File: src/rtl/id_ex_stage.sv
// id_ex_stage: ID/EX pipeline register of the MIPS pipeline.
// It captures the decoded ID fields and register-file operands, and it bypasses
// any same-cycle writeback into the captured operands. It forwards EX/MEM and
// MEM/WB results onto the execute operands. It also detects load-use hazards,
// inserts a single bubble for each one, and stalls upstream while it does so.
//
// Flow-control contract:
//   id_valid qualifies the ID slot. The stage accepts the ID instruction on an
//   edge only when stall_out is low on that edge.
//   ex_stall is a hold request from downstream. While it is high, every register
//   in this stage keeps its value and stall_out is high.
//   A flush on an edge without ex_stall squashes the ID instruction and loads a
//   bubble. Because the instruction is discarded, a flush also masks the
//   load-use stall.
module id_ex_stage #(
  parameter int CTRL_W = 8,
  parameter int CNT_W  = 16
) (
  input  logic              clk,
  input  logic              reset,
  // decode slot
  input  logic              id_valid,
  input  logic [31:0]       id_pc,
  input  logic [4:0]        id_rs,
  input  logic [4:0]        id_rt,
  input  logic [4:0]        id_dest,
  input  logic [31:0]       id_imm,
  input  logic [CTRL_W-1:0] id_ctrl,
  input  logic [31:0]       s1val,
  input  logic [31:0]       s2val,
  // EX/MEM register contents
  input  logic [4:0]        mem_dest,
  input  logic              mem_reg_write,
  input  logic              mem_mem_read,
  input  logic [31:0]       mem_result,
  // MEM/WB register contents (also the register-file write port)
  input  logic [4:0]        wb_dest,
  input  logic              wb_reg_write,
  input  logic [31:0]       wb_result,
  // control
  input  logic              flush,
  input  logic              ex_stall,
  // execute-side outputs
  output logic              ex_valid,
  output logic [31:0]       ex_pc,
  output logic [31:0]       ex_imm,
  output logic [4:0]        ex_dest,
  output logic [CTRL_W-1:0] ex_ctrl,
  output logic [4:0]        ex_rs,
  output logic [4:0]        ex_rt,
  output logic [31:0]       ex_opa,
  output logic [31:0]       ex_opb,
  output logic              stall_out,
  output logic [CNT_W-1:0]  lu_bubbles
);

  // Control bundle bit positions
  localparam int CTRL_REG_WRITE = 0;
  localparam int CTRL_MEM_READ  = 1;

  localparam logic [CNT_W-1:0] CNT_MAX = {CNT_W{1'b1}};

  // ID/EX register state
  logic              ex_valid_q,   ex_valid_d;
  logic [31:0]       ex_pc_q,      ex_pc_d;
  logic [31:0]       ex_imm_q,     ex_imm_d;
  logic [4:0]        ex_dest_q,    ex_dest_d;
  logic [CTRL_W-1:0] ex_ctrl_q,    ex_ctrl_d;
  logic [4:0]        ex_rs_q,      ex_rs_d;
  logic [4:0]        ex_rt_q,      ex_rt_d;
  logic [31:0]       raw_a_q,      raw_a_d;
  logic [31:0]       raw_b_q,      raw_b_d;
  logic [CNT_W-1:0]  lu_bubbles_q, lu_bubbles_d;

  // Hazard and bypass decisions
  logic        load_use;
  logic        ex_is_load;
  logic        byp_a;
  logic        byp_b;
  logic [31:0] cap_a;
  logic [31:0] cap_b;
  logic        fwd_mem_ok;
  logic        fwd_wb_ok;

  // Load-use detection. The instruction in EX is a load whose result is
  // needed by the instruction in ID. Register 0 never creates a dependency.
  always_comb begin
    ex_is_load = ex_valid_q & ex_ctrl_q[CTRL_MEM_READ] & (ex_dest_q != 5'd0);
    load_use   = ex_is_load & id_valid &
                 ((ex_dest_q == id_rs) | (ex_dest_q == id_rt));
    stall_out  = ex_stall | (load_use & ~flush);
  end

  // Capture bypass. The register-file read was launched on the previous edge,
  // so a write that lands this cycle is not yet reflected in s1val/s2val.
  always_comb begin
    byp_a = wb_reg_write & (wb_dest != 5'd0) & (wb_dest == id_rs);
    byp_b = wb_reg_write & (wb_dest != 5'd0) & (wb_dest == id_rt);
    cap_a = byp_a ? wb_result : s1val;
    cap_b = byp_b ? wb_result : s2val;
  end

  // Next-state selection: hold, bubble or capture, in priority order.
  // The bubble counter advances only when a load-use bubble is actually inserted.
  always_comb begin
    ex_valid_d   = ex_valid_q;
    ex_pc_d      = ex_pc_q;
    ex_imm_d     = ex_imm_q;
    ex_dest_d    = ex_dest_q;
    ex_ctrl_d    = ex_ctrl_q;
    ex_rs_d      = ex_rs_q;
    ex_rt_d      = ex_rt_q;
    raw_a_d      = raw_a_q;
    raw_b_d      = raw_b_q;
    lu_bubbles_d = lu_bubbles_q;

    if (ex_stall) begin
      // hold everything; any pending hazard is re-evaluated after release
    end else if (flush || load_use || !id_valid) begin
      ex_valid_d = 1'b0;
      ex_pc_d    = '0;
      ex_imm_d   = '0;
      ex_dest_d  = '0;
      ex_ctrl_d  = '0;
      ex_rs_d    = '0;
      ex_rt_d    = '0;
      raw_a_d    = '0;
      raw_b_d    = '0;
      if (!flush && load_use && (lu_bubbles_q != CNT_MAX)) begin
        lu_bubbles_d = lu_bubbles_q + 1'b1;
      end
    end else begin
      ex_valid_d = 1'b1;
      ex_pc_d    = id_pc;
      ex_imm_d   = id_imm;
      ex_dest_d  = id_dest;
      ex_ctrl_d  = id_ctrl;
      ex_rs_d    = id_rs;
      ex_rt_d    = id_rt;
      raw_a_d    = cap_a;
      raw_b_d    = cap_b;
    end
  end

  // ID/EX register with asynchronous clear
  always_ff @(posedge clk or posedge reset) begin
    if (reset) begin
      ex_valid_q   <= 1'b0;
      ex_pc_q      <= '0;
      ex_imm_q     <= '0;
      ex_dest_q    <= '0;
      ex_ctrl_q    <= '0;
      ex_rs_q      <= '0;
      ex_rt_q      <= '0;
      raw_a_q      <= '0;
      raw_b_q      <= '0;
      lu_bubbles_q <= '0;
    end else begin
      ex_valid_q   <= ex_valid_d;
      ex_pc_q      <= ex_pc_d;
      ex_imm_q     <= ex_imm_d;
      ex_dest_q    <= ex_dest_d;
      ex_ctrl_q    <= ex_ctrl_d;
      ex_rs_q      <= ex_rs_d;
      ex_rt_q      <= ex_rt_d;
      raw_a_q      <= raw_a_d;
      raw_b_q      <= raw_b_d;
      lu_bubbles_q <= lu_bubbles_d;
    end
  end

  // Execute forwarding. MEM beats WB because it is the younger result.
  // Loads in MEM carry an address rather than data, so they are never forwarded.
  always_comb begin
    fwd_mem_ok = mem_reg_write & ~mem_mem_read & (mem_dest != 5'd0);
    fwd_wb_ok  = wb_reg_write & (wb_dest != 5'd0);

    if (fwd_mem_ok && (mem_dest == ex_rs_q)) begin
      ex_opa = mem_result;
    end else if (fwd_wb_ok && (wb_dest == ex_rs_q)) begin
      ex_opa = wb_result;
    end else begin
      ex_opa = raw_a_q;
    end

    if (fwd_mem_ok && (mem_dest == ex_rt_q)) begin
      ex_opb = mem_result;
    end else if (fwd_wb_ok && (wb_dest == ex_rt_q)) begin
      ex_opb = wb_result;
    end else begin
      ex_opb = raw_b_q;
    end
  end

  // Registered outputs
  always_comb begin
    ex_valid   = ex_valid_q;
    ex_pc      = ex_pc_q;
    ex_imm     = ex_imm_q;
    ex_dest    = ex_dest_q;
    ex_ctrl    = ex_ctrl_q;
    ex_rs      = ex_rs_q;
    ex_rt      = ex_rt_q;
    lu_bubbles = lu_bubbles_q;
  end

  // The reg_write bit is part of the opaque pass-through bundle; it is named
  // here only to document the encoding used by downstream stages.
  logic ctrl_reg_write_unused;
  assign ctrl_reg_write_unused = ex_ctrl_q[CTRL_REG_WRITE];

endmodule

File: config.mk
export PLATFORM = sky130hd
export DESIGN_NAME = id_ex_stage
export DESIGN_NICKNAME = d
export VERILOG_FILES = /design/src/rtl/id_ex_stage.sv
export SDC_FILE = /design/constraint.sdc
export NUM_CORES = 1
export LEC_CHECK = 0
export ABC_AREA = 1
export CAP_MARGIN = 40
export CORE_ASPECT_RATIO = 1.75
export CORE_MARGIN = 2
export CORE_UTILIZATION = 30
export CTS_CLUSTER_SIZE = 24
export DETAILED_ROUTE_END_ITERATION = 16
export DONT_BUFFER_PORTS = 1
export GPL_TIMING_DRIVEN = 0
export HOLD_SLACK_MARGIN = 0.03
export PLACE_DENSITY = 0.48
export RECOVER_POWER = 100
export SYNTH_ARGS = -nofsm -noshare
export SYNTH_HDL_FRONTEND = slang
export SYNTH_SLANG_ARGS = --single-unit
File: constraint.sdc
create_clock -name clk -period 11.15 [get_ports clk]
set_clock_uncertainty 0.2 [all_clocks]
set_input_delay 0.5575 -clock clk [delete_from_list [all_inputs] [get_ports clk]]
set_output_delay 0.5575 -clock clk [all_outputs]
set_load 0.01 [all_outputs]
# Yosys cells after proc, flatten, opt, wreduce, memory -nomap -nowiden
# Index checks and enable logic that the tools add are counted.
[op_classes]
n_addsub = 1
eq_ne = 9
muxes = 15
bitwise = 15
n_reduce_logical = 14
[ops]
columns = ["cell", "n"]
rows = [
  ["$mux 32", 10],
  ["$eq 5x5->1", 8],
  ["$add 16x1->16 const B", 1],
  ["$ne 16x16->1 const B", 1],
  ["$mux 5", 3],
  ["$reduce_bool 5->1", 3],
  ["$and 1x1->1", 10],
  ["$mux 8", 1],
  ["$logic_and 1x1->1", 6],
  ["$not 1->1", 3],
  ["$reduce_and 3->1", 1],
  ["$logic_not 1->1", 2],
  ["$logic_or 1x1->1", 2],
  ["$or 1x1->1", 2],
  ["$mux 1", 1],
]
[word_totals]
regBits = 168
output_inout_bits = 169

# Logic depth before layout (Yosys ltp)
# Gate-level depths: netlist (run 1).
[logic_depth]
ltp_word = 7
depth_mapped = 11
ltp_nobuf = 10

# Worst setup path before layout (run 1)
# Ideal clock, no wire load.
[synth_timing]
path_kind = "input to output"
from = "input port wb_dest[1]"
to = "output port ex_opa[10]"
arrival_ns = 1.651
t_required_ns = 10.393
path_slack_ns = 8.742
path_stages = 9
cell_sequence = "buf_2 > xnor2_1 > nand2_1 > nor3_4 > nand2_2 > buf_4 > nand2_1 > nand3_1 > nand2_1"
[synth_via]
elab_chain_cells = 5
elab_cells_between_ends = 6
[synth_rtl]
columns = ["item", "line_no", "rtl"]
rows = [
  ["from (decl)", "37", "input logic [4:0] wb_dest,"],
  ["$reduce_bool 5->1", "176", "fwd_wb_ok = wb_reg_write & (wb_dest != 5'd0);"],
  ["$and 1x1->1", "176", ""],
  ["$logic_and 1x1->1 *", "180", "end else if (fwd_wb_ok && (wb_dest == ex_rs_q)) begin"],
  ["$mux 32 *", "180", ""],
  ["$mux 32 *", "178", "if (fwd_mem_ok && (mem_dest == ex_rs_q)) begin"],
  ["to (decl)", "51", "output logic [31:0] ex_opa,"],
]
# Every way passes the cells marked *; elsewhere a longest branch is shown, timed or not.

==> summary.md, run 1 <==
| Metric | Value |
|---|---|
| Run status | finished with violations |
| Violations in the final reports | capacitance limit, slew limit |
| RSZ-0062 raised after global routing | false |
| Via count of the first global-routing pass | about 11000 |
| Syn avg cell area | ~6.8 µm² |
| Global Route met3 Usage | just over 7% |
| Placement row count | between 90 and 100 |
| Num CTS Buffers | 17 |
| Maximum buffer depth of the clock tree | 2 |
| Ranking of synthesized cells by area | sky130_fd_sc_hd__dfrtp_1 (40%), sky130_fd_sc_hd__nand2_1 (24%), sky130_fd_sc_hd__nand3_1 (17%) |
| Critical-path cell list | dlygate4sd3_1, clkinvlp_2 |
| Buffers plus inverters on the worst setup path | 2 |
| Clk slew on worst S/H paths | around 0.07 ns |
| Worst hold-check slack | about 0.055 ns |
| Number of warnings issued by yosys | 0 |
| DR vias/cell | roughly 4.9 |
| Maximum vdd ir drop | around 0.00011 V |
| Quantity of I/O buffers inserted on ports | 0 |
| Area after DPL | 11200 µm² |
| Gpl congestion | 0.916 |
| Routed len/inst | around 20 µm |
| Post-layout nets | between 1500 and 2000 |
| Residual overflow from global routing | 0 |
| R2R depth | 9 |
| Commonest cells after routing, fill and taps aside | sky130_fd_sc_hd__nand2_1 (678), sky130_fd_sc_hd__nand3_1 (349), sky130_fd_sc_hd__dfrtp_1 (168) |
| Crit path launch type | input port |
| Number of hold violations in the final report | 0 |
| Period minus WS final | approximately 4.0 ns |
| Type of the tightest min-delay check | in2reg |
| Crit-path leading delay family | buffers and inverters |
| Busiest layer in global routing | met2 |
| Antenna Violating Nets Remaining | 0 |
| Total DRC errors in the routed layout | 0 |
| Setup total negative slack | 0 ns |
| Cell at the root of the clock tree | sky130_fd_sc_hd__clkbuf_16 |
| Post-Syn Nets | between 1500 and 2000 |
| Transition time at the pin with the least slew margin | roughly 4.3 ns |
| Fraction of final layout cells sized beyond drive strength 1 | roughly 6.5% |
| Summed area of non-filler cells in the final layout | around 12000 µm² |
| Register bit total from synthesis | about 170 |
| Pin count of the biggest net entering global routing | 91 |
| Worst endpoint data arrival time | about 3.6 ns |
| Largest incremental delay on the critical path | about 2.4 ns |
| Met1 Resource Use GR | 21.8% |
| Clock tree from TritonCTS | done |
| Initial core utilization | a little over 30% |
| Area delta synth->final | 17.0% |
| Core region area | about 35000 µm² |
| # H-tree levels | 4 |
| Antenna violations before repair | 0 |
| Worst endpoint required time | 10.78 ns |
| Final Setup Violations | 0 |
| Hold Path Stages | 2 |
| Die area | 36800 µm² |
| I/O Pins | between 400 and 500 |
| Final number of max-transition violations | 90 |
| Critical path depth | 2 |
| Die boundary width | between 100 and 150 µm |
| Unique cell type count in the Yosys netlist | 27 |
| Sequential-to-total area share from yosys stat | 39.8% |
| Total wire length after detailed routing | between 40000 and 50000 µm |
| Top achievable clock speed | approximately 0.25 GHz |
| Global-route wire length before repair | 64400 µm |
| Top cell type by total area after synthesis | sky130_fd_sc_hd__dfrtp_1 |
| Max_slew headroom | -185% |
| Area fraction of the dominant cell type after synthesis | between 30% and 40% |
| Number of optimization iterations in the first detailed-route pass | 5 |
| Ant diodes | 0 |
| Largest fanout on the critical path | 90 |
| Pwr/cell area | between 100 and 150 nW/µm² |
| Part of the cycle the worst path needs | 35.5% |
| Number of max-cap violations | 1 |
| Overall power | about 0.0015 W |
| Met2 track demand over resource in global routing | between 40% and 50% |
| Category of the most critical setup path | in2async |
| Worst-Skew Late Latency | ~0.45 ns |
| Initial drt markers | between 600 and 700 |
| Crit-path slowest cell | sky130_fd_sc_hd__clkinvlp_2 |
| Syn Std Cell Area | between 10000 and 15000 µm² |
| DR vias | 10532 |
| Leak | between 6 and 7 nW |
| DPL Wire Length | ~35000 µm |
| Y dimension of the die | 252 µm |
| CTS sink cnt | 168 |
| Post-Synthesis Cells | about 1600 |
| Leading cell type in the layout, fill and taps excluded | sky130_fd_sc_hd__nand2_1 |
| Crit path capture type | async pin |
| Overall fraction of global-route tracks in use | between 20% and 30% |
cell type report:
cell class,instances,area (µm²)
buffer,102,512
clock buffer,17,425
clock inverter,15,173
fill,3861,22600
inverter,136,512
multi-input combinational,1160,5260
sequential,168,4200
tap,465,582
timing repair buffer,69,709
report_power, final:
part	switching [W]	internal, W
sequential	0.0000343	0.000640
clock	0.000311	0.000303
combinational	0.000147	0.0000737
total	0.000493	0.00102
repair_timing:
item	4_1_cts	5_1_grt
endpoints found under the hold margin	155	0
gates resized for setup	0	0
hold buffers	67	0
buffers inserted	0	0
flip-flops by register name, indices dropped and copies added (netlist names):
name        cells
ex_rs           5
lu_bubbles     16
ex_dest         5
raw_a_q        32
raw_b_q        32
ex_rt           5
ex_pc          32
ex_imm         32
ex_ctrl         8
ex_valid        1
synthesized netlist by cell type (all sizes together):
library cell,count
dfrtp,168
nor2,30
clkbuf,28
nand4,2
o21bai,16
nor3,10
xor2,30
buf,74
o21ai,15
xnor2,16
ha,1
nand2,690
nand3,350
inv,136
through the flow:
step	utilization, %	setup WS, ns	std cells
floorplan	-	5.85	1566
global placement	31.9	3.42	2031
detailed placement	32.0	8.06	2033
CTS	35.7	7.59	2132
global route	35.4	6.44	2132
finish	35.4	7.19	2132
kinds of logic (layout without fill, tap and decap cells):
logic type                 Yosys count  after routing  share of synthesized area, %
adders and majority gates            1              1                         0.118
AOI/OAI and AO/OA                   31             31                          1.95
DFF                                168            168                          39.8
and+or+nand+nor                   1082           1082                          44.0
xor gates and xnor gates            46             46                          3.81
buffers and inverters              238            339                          10.4
metal layers:
| layer | share of wire (%) | up-vias |
|---|---|---|
| met5 | 0 | - |
| met4 | 4.7 | 0 |
| met3 | 7.5 | 98 |
| met2 | 54 | 439 |
| met1 | 33 | 4920 |
| li1 | - | 5075 |
final timing paths:
check / startpoint / end / slack [ns]
worst max-delay path: reset / raw_a_q[6] / 7.19
worst max register to register: ex_dest[3] / ex_ctrl[5] / 8.08
min in group asynchronous: reset / ex_pc[0] / 1.62
max in group clk: ex_rs[0] / ex_opa[29] / 7.47
worst min-delay path: id_dest[3] / ex_dest[3] / 0.06
worst min register to register: raw_a_q[29] / raw_a_q[29] / 0.28
No activity file was read; power rests on OpenSTA's default activity.
==> run 2: changes to the inputs <==
ABC_AREA = 0   (was 1)
PLACE_DENSITY = 0.49   (was 0.48)
clock period = 3.4 ns   (was 11.15 ns; I/O delays follow)
==> summary.md, run 2 <==
| Metric | Value |
|---|---|
| Unique cell type count in the Yosys netlist | 32 |
| Number of optimization iterations in the first detailed-route pass | 5 |
| Fraction of final layout cells sized beyond drive strength 1 | 6.03% |
| Type of the tightest min-delay check | in2reg |
| Num CTS Buffers | 17 |
| Maximum buffer depth of the clock tree | 2 |
| Total wire length after detailed routing | 32600 µm |
| Number of max-cap violations | 2 |
| Syn Std Cell Area | roughly 8600 µm² |
| Area fraction of the dominant cell type after synthesis | 48.6% |
| Fraction of synthesis flops using an asynchronous set or reset pin | 100% |
| DR vias/cell | approximately 5.2 |
| Area delta synth->final | 37.4% |
| Commonest cells after routing, fill and taps aside | sky130_fd_sc_hd__dlygate4sd3_1 (217), sky130_fd_sc_hd__dfrtp_1 (168), sky130_fd_sc_hd__nand2_1 (138) |
| Clk slew on worst S/H paths | approximately 0.070 ns |
| Worst endpoint data arrival time | ~2.8 ns |
| Placement row count | approximately 80 |
| I/O Pins | roughly 400 |
| Syn avg cell area | roughly 11 µm² |
| Transition time at the pin with the least slew margin | ~1.9 ns |
| Pin count of the biggest net entering global routing | 39 |
| Violations in the final reports | capacitance limit, slew limit |
| Met1 Resource Use GR | approximately 22% |
| Top achievable clock speed | 0.312 GHz |
| Primary FF master, synth | sky130_fd_sc_hd__dfrtp_1 |
| Pwr/cell area | 409 nW/µm² |
| Post-Syn Nets | between 1000 and 1500 |
| RSZ-0062 raised after global routing | false |
| Clock tree from TritonCTS | done |
| Busiest layer in global routing | met2 |
| Part of the cycle the worst path needs | roughly 94% |
| Final Setup Violations | 0 |
| Ranking of synthesized cells by area | sky130_fd_sc_hd__dfrtp_1 (49%), sky130_fd_sc_hd__mux2i_1 (15%), sky130_fd_sc_hd__a22o_1 (8.8%) |
| Global-route wire length before repair | about 50000 µm |
| Die area | 30200 µm² |
| Antenna violations before repair | 0 |
| Final number of max-transition violations | 69 |
| Sequential cell area | ~4200 µm² |
| Ant diodes | 0 |
| Worst endpoint required time | slightly above 3 ns |
| Initial core utilization | ~30% |
| Routed len/inst | ~22 µm |
| DPL Wire Length | around 24000 µm |
| Number of filler cells placed in the layout | around 2900 |
| Antenna Violating Nets Remaining | 0 |
| Via count of the first global-routing pass | around 8400 |
| Category of the most critical setup path | reg2out |
| Overall power | 0.00486 W |
| Crit path capture type | output port |
| Sequential-to-total area share from yosys stat | 48.6% |
| Number of warnings issued by yosys | 0 |
| Initial drt markers | 335 |
| Post-Synthesis Cells | between 800 and 900 |
| Max_slew headroom | -28.6% |
| Library cell with the highest instance count after synthesis | sky130_fd_sc_hd__dfrtp_1 |
| Core region area | 28500 µm² |
| Quantity of I/O buffers inserted on ports | 0 |
| Maximum vdd ir drop | about 0.00034 V |
| CTS sink cnt | approximately 170 |
| # H-tree levels | 4 |
| Crit path launch type | register |
| Die boundary width | roughly 130 µm |
| Run status | finished with violations |
| Top cell types by occurrence after synthesis | sky130_fd_sc_hd__dfrtp_1 (168), sky130_fd_sc_hd__nand2_1 (138), sky130_fd_sc_hd__mux2i_1 (128), sky130_fd_sc_hd__o21ai_1 (121), sky130_fd_sc_hd__a22o_1 (87) |
| Overall fraction of global-route tracks in use | a little over a fifth |
| Layout Utilization | a little over two fifths |
| Leak | around 4.7 nW |
| Number of hold violations in the final report | 0 |
| Leading cell type in the layout, fill and taps excluded | sky130_fd_sc_hd__dlygate4sd3_1 |
| Gpl congestion | around 0.8 |
| Largest fanout on the critical path | 10 |
| Area taken by multi-input logic gates | slightly above 4000 µm² |
| Worst-Skew Late Latency | around 0.45 ns |
| Met2 track demand over resource in global routing | 41.0% |
| Global Route met3 Usage | around 6.0% |
| Y dimension of the die | between 200 and 250 µm |
| DR vias | about 7600 |
| Total DRC errors in the routed layout | 0 |
| Number of enable flip-flop cells after synthesis | 0 |
| Register bit total from synthesis | about 170 |
| Residual overflow from global routing | 0 |
| Top cell type by total area after synthesis | sky130_fd_sc_hd__dfrtp_1 |
| Cell at the root of the clock tree | sky130_fd_sc_hd__clkbuf_16 |
| Post-layout nets | roughly 1300 |
| Period minus WS final | around 3.2 ns |
## run 2: changes by cell type after synthesis, moves of 9 or more
cell,delta
sky130_fd_sc_hd__nand3_1,-335
sky130_fd_sc_hd__buf_2,-33
sky130_fd_sc_hd__a22o_1,+87
sky130_fd_sc_hd__nand2_1,-536
sky130_fd_sc_hd__xor2_1,-17
sky130_fd_sc_hd__o21ai_1,+120
sky130_fd_sc_hd__inv_1,-128
sky130_fd_sc_hd__clkbuf_1,+9
sky130_fd_sc_hd__xnor2_1,+26
sky130_fd_sc_hd__buf_6,-13
sky130_fd_sc_hd__nand2_2,-14
sky130_fd_sc_hd__nor2_1,-19
sky130_fd_sc_hd__mux2i_1,+128
sky130_fd_sc_hd__o21bai_1,-15
## run 2: critical path, cell delays in order (launching register included)
cell and delay [ns]:
sky130_fd_sc_hd__dfrtp_1 0.55, sky130_fd_sc_hd__xnor2_1 0.16, sky130_fd_sc_hd__nand3_1 0.14, sky130_fd_sc_hd__nor4_4 0.62, sky130_fd_sc_hd__clkbuf_2 0.46, sky130_fd_sc_hd__mux2i_1 0.31, sky130_fd_sc_hd__o21ai_1 0.15
## run 2: through the flow
step	area [µm²]	TNS [ns]	std cells	setup slack (ns)	hold WS (ns)
5_1_grt	11900	0	1456	0.00430	0.162
6_report	11900	0	1456	0.197	0.185
3_5_place_dp	9240	0	1207	0.555	-0.107
2_1_floorplan	8650	0	822	0.889	0.0984
3_3_place_gp	9120	-34.70	1200	-0.227	0.0991
4_1_cts	12000	0	1456	0.0474	0.0473
## run 2: cell families (layout without fill, tap and decap cells)
family / count (synthesis) / in the layout / synth area share, %
simple gates: 181 / 181 / 9.76
mux: 129 / 129 / 15.0
flops: 168 / 168 / 48.6
buf+inv: 68 / 324 / 4.20
xor+xnor: 55 / 55 / 5.57
fa+ha+maj: 1 / 1 / 0.145
compound gates: 220 / 220 / 16.7
## run 2: path summary, 6_finish.rpt
| kind | endpoint | cells past startpoint | slack (ns) | start |
|---|---|---|---|---|
| worst max-delay path | ex_opb[28] | 6 | 0.20 | ex_rt[4] |
| worst min-delay path | ex_imm[21] | 2 | 0.19 | id_imm[21] |
| worst max register to register | ex_imm[24] | 8 | 0.29 | ex_dest[1] |
| worst min register to register | raw_a_q[31] | 2 | 0.29 | raw_a_q[31] |
| max in group asynchronous | ex_pc[28] | 5 | 0.55 | reset |
| min in group asynchronous | ex_rt[3] | 3 | 0.78 | reset |
## run 2: final cells by class
cell class	count	area share, %
Clock inverter	15	1.36
Sequential cell	168	35.4
Tap cell	378	3.98
Inverter	3	0.105
Clock buffer	17	3.58
Timing Repair Buffer	224	18.7
Buffer	65	2.64
Multi-Input combinational cell	586	34.2
## run 2: what timing repair did
item / in CTS / in global routing
resized for setup: 0 / 5
endpoints found under the hold margin: 279 / 0
setup buffers: 0 / 0
hold buffers: 217 / 0
setup endpoints to repair: 0 / 13
## run 2: where the power goes
group | total, W | switching [W] | internal (W)
sequential | 0.00222 | 0.000117 | 0.00210
clock | 0.00197 | 0.000935 | 0.00104
combinational | 0.000673 | 0.000328 | 0.000345
## run 2: layer usage
metal	wire length, µm	up-vias
met1	11800	3790
li1	-	3425
met5	0	-
met3	1920	46
met4	746	0
met2	18100	318
==> run 3: changes to the inputs <==
CORE_ASPECT_RATIO = not set   (was 1.75)
==> summary.md, run 3 (same netlist as run 2, synthesis figures left out) <==
| Metric | Value |
|---|---|
| Cell at the root of the clock tree | sky130_fd_sc_hd__clkbuf_16 |
| Fraction of final layout cells sized beyond drive strength 1 | 5.66% |
| Period minus WS final | 3.17 ns |
| Pwr/cell area | around 400 nW/µm² |
| Pin count of the biggest net entering global routing | between 40 and 50 |
| Layout Utilization | around two fifths |
| Worst endpoint data arrival time | around 2.8 ns |
| Via count of the first global-routing pass | just over 8000 |
| Setup Slack @ Placement | around 0.66 ns |
| Worst-Skew Late Latency | 0.43 ns |
| Number of max-cap violations | 1 |
| # H-tree levels | 4 |
| RSZ-0062 raised after global routing | false |
| Leading cell type in the layout, fill and taps excluded | sky130_fd_sc_hd__dlygate4sd3_1 |
| Global-route wire length before repair | just under 50000 µm |
| Clock tree from TritonCTS | done |
| Run status | finished with violations |
| Commonest cells after routing, fill and taps aside | sky130_fd_sc_hd__dlygate4sd3_1 (216), sky130_fd_sc_hd__dfrtp_1 (168), sky130_fd_sc_hd__nand2_1 (138) |
| Quantity of I/O buffers inserted on ports | 0 |
| Largest fanout on the critical path | 10 |
| Buffers inserted during post-CTS setup optimization | 0 |
| Worst Setup Slack, final | around 0.23 ns |
| Area delta synth->final | 37.4% |
| DPL Wire Length | 22300 µm |
| DR vias/cell | 5.09 |
| Total wire length after detailed routing | 31200 µm |
| Buffers plus inverters on the worst setup path | 1 |
| Maximum vdd ir drop | approximately 0.00024 V |
| Top achievable clock speed | around 0.32 GHz |
| Final number of max-transition violations | 37 |
| Max_slew headroom | -36.1% |
| Y dimension of the die | between 150 and 200 µm |
| Overall power | roughly 0.0048 W |
| Maximum buffer depth of the clock tree | 2 |
| Critical-path cell list | xnor2_1, nand3_1, nor4_4, buf_4, mux2i_1, o21ai_0 |
| Num CTS Buffers | 17 |
| Die boundary width | about 170 µm |
| Leak | around 4.7 nW |
| Clk slew on worst S/H paths | about 0.070 ns |
| Routed len/inst | about 21 µm |
| Placement row count | 62 |
| Number of optimization iterations in the first detailed-route pass | 6 |
| Crit path launch type | register |
| Setup total negative slack | 0 ns |
| Number of filler cells placed in the layout | around 2800 |
| Type of the tightest min-delay check | in2async |
| Crit path capture type | output port |
| Part of the cycle the worst path needs | 93.3% |
| Violations in the final reports | capacitance limit, slew limit |
| Post-layout nets | ~1300 |
| Post-CTS Hold Buffers | approximately 220 |
| Antenna violations before repair | 0 |
| Category of the most critical setup path | reg2out |
| Worst endpoint required time | slightly above 3 ns |
| Transition time at the pin with the least slew margin | around 2.0 ns |
| DR vias | between 7000 and 8000 |
| Crit-path leading delay family | simple AND/OR/NAND/NOR gates |
| Antenna Violating Nets Remaining | 0 |
| Final Setup Violations | 0 |
| Overall fraction of global-route tracks in use | slightly above 20% |
| CTS sink cnt | 168 |
| Largest incremental delay on the critical path | between 0.6 and 0.7 ns |
| Core region area | around 29000 µm² |
| Number of hold violations in the final report | 0 |
| I/O Pins | roughly 400 |
| Ant diodes | 0 |
| Total DRC errors in the routed layout | 0 |
| Initial core utilization | approximately 30% |
| Initial drt markers | 323 |
| Crit-path slowest cell | sky130_fd_sc_hd__nor4_4 |
| Die area | around 30000 µm² |
| Count of cells resized by post-cts repair | 0 |
| Residual overflow from global routing | 0 |
| Gpl congestion | approximately 0.79 |
-- run 3: final timing paths --
kind	start	end	slack (ns)	cells past startpoint
worst max-delay path	ex_rs[4]	ex_opa[25]	0.23	6
worst min-delay path	reset	lu_bubbles[12]	0.1	2
worst max register to register	ex_dest[2]	ex_imm[15]	0.29	8
worst min register to register	raw_b_q[0]	raw_b_q[0]	0.29	2
max in group asynchronous	reset	ex_dest[4]	0.57	3
min in group clk	flush	lu_bubbles[4]	0.19	5
-- run 3: layer usage --
metal  track usage [%]  routed length (µm)
met5                 0                   0
met4              6.51                 646
met3              5.90                2360
met2              35.4               15500
met1              24.8               12700
-- run 3: area by class of cell --
cell class | instances | area (µm²) | area share, %
buffer | 65 | 317 | 2.66
tap | 384 | 480 | 4.04
inverter | 3 | 12.5 | 0.105
clock inverter | 13 | 120 | 1.01
sequential | 168 | 4200 | 35.4
multi-input combinational | 586 | 4080 | 34.3
clock buffer | 19 | 433 | 3.64
timing repair buffer | 223 | 2240 | 18.8
-- run 3: metrics by stage --
step | cell area (µm²) | instances | hold WS [ns]
after floorplan | 8650 | 822 | 0.0984
after global placement | 9130 | 1206 | 0.0999
after detailed placement | 9280 | 1213 | -0.104
after CTS | 12000 | 1461 | 0.0315
after global routing | 11900 | 1461 | 0.161
final | 11900 | 1461 | 0.0993
-- run 3: worst reg2reg max path: cells and delay by family (launching register included) --
kind            cells  cell delay [ns]
flops               1             0.50
buf+inv             3             1.10
compound gates      2             0.36
simple gates        3             0.89
-- run 3: power by group --
group | switching (W) | internal, W
clock | 0.000880 | 0.00102
sequential | 0.000117 | 0.00210
combinational | 0.000322 | 0.000346
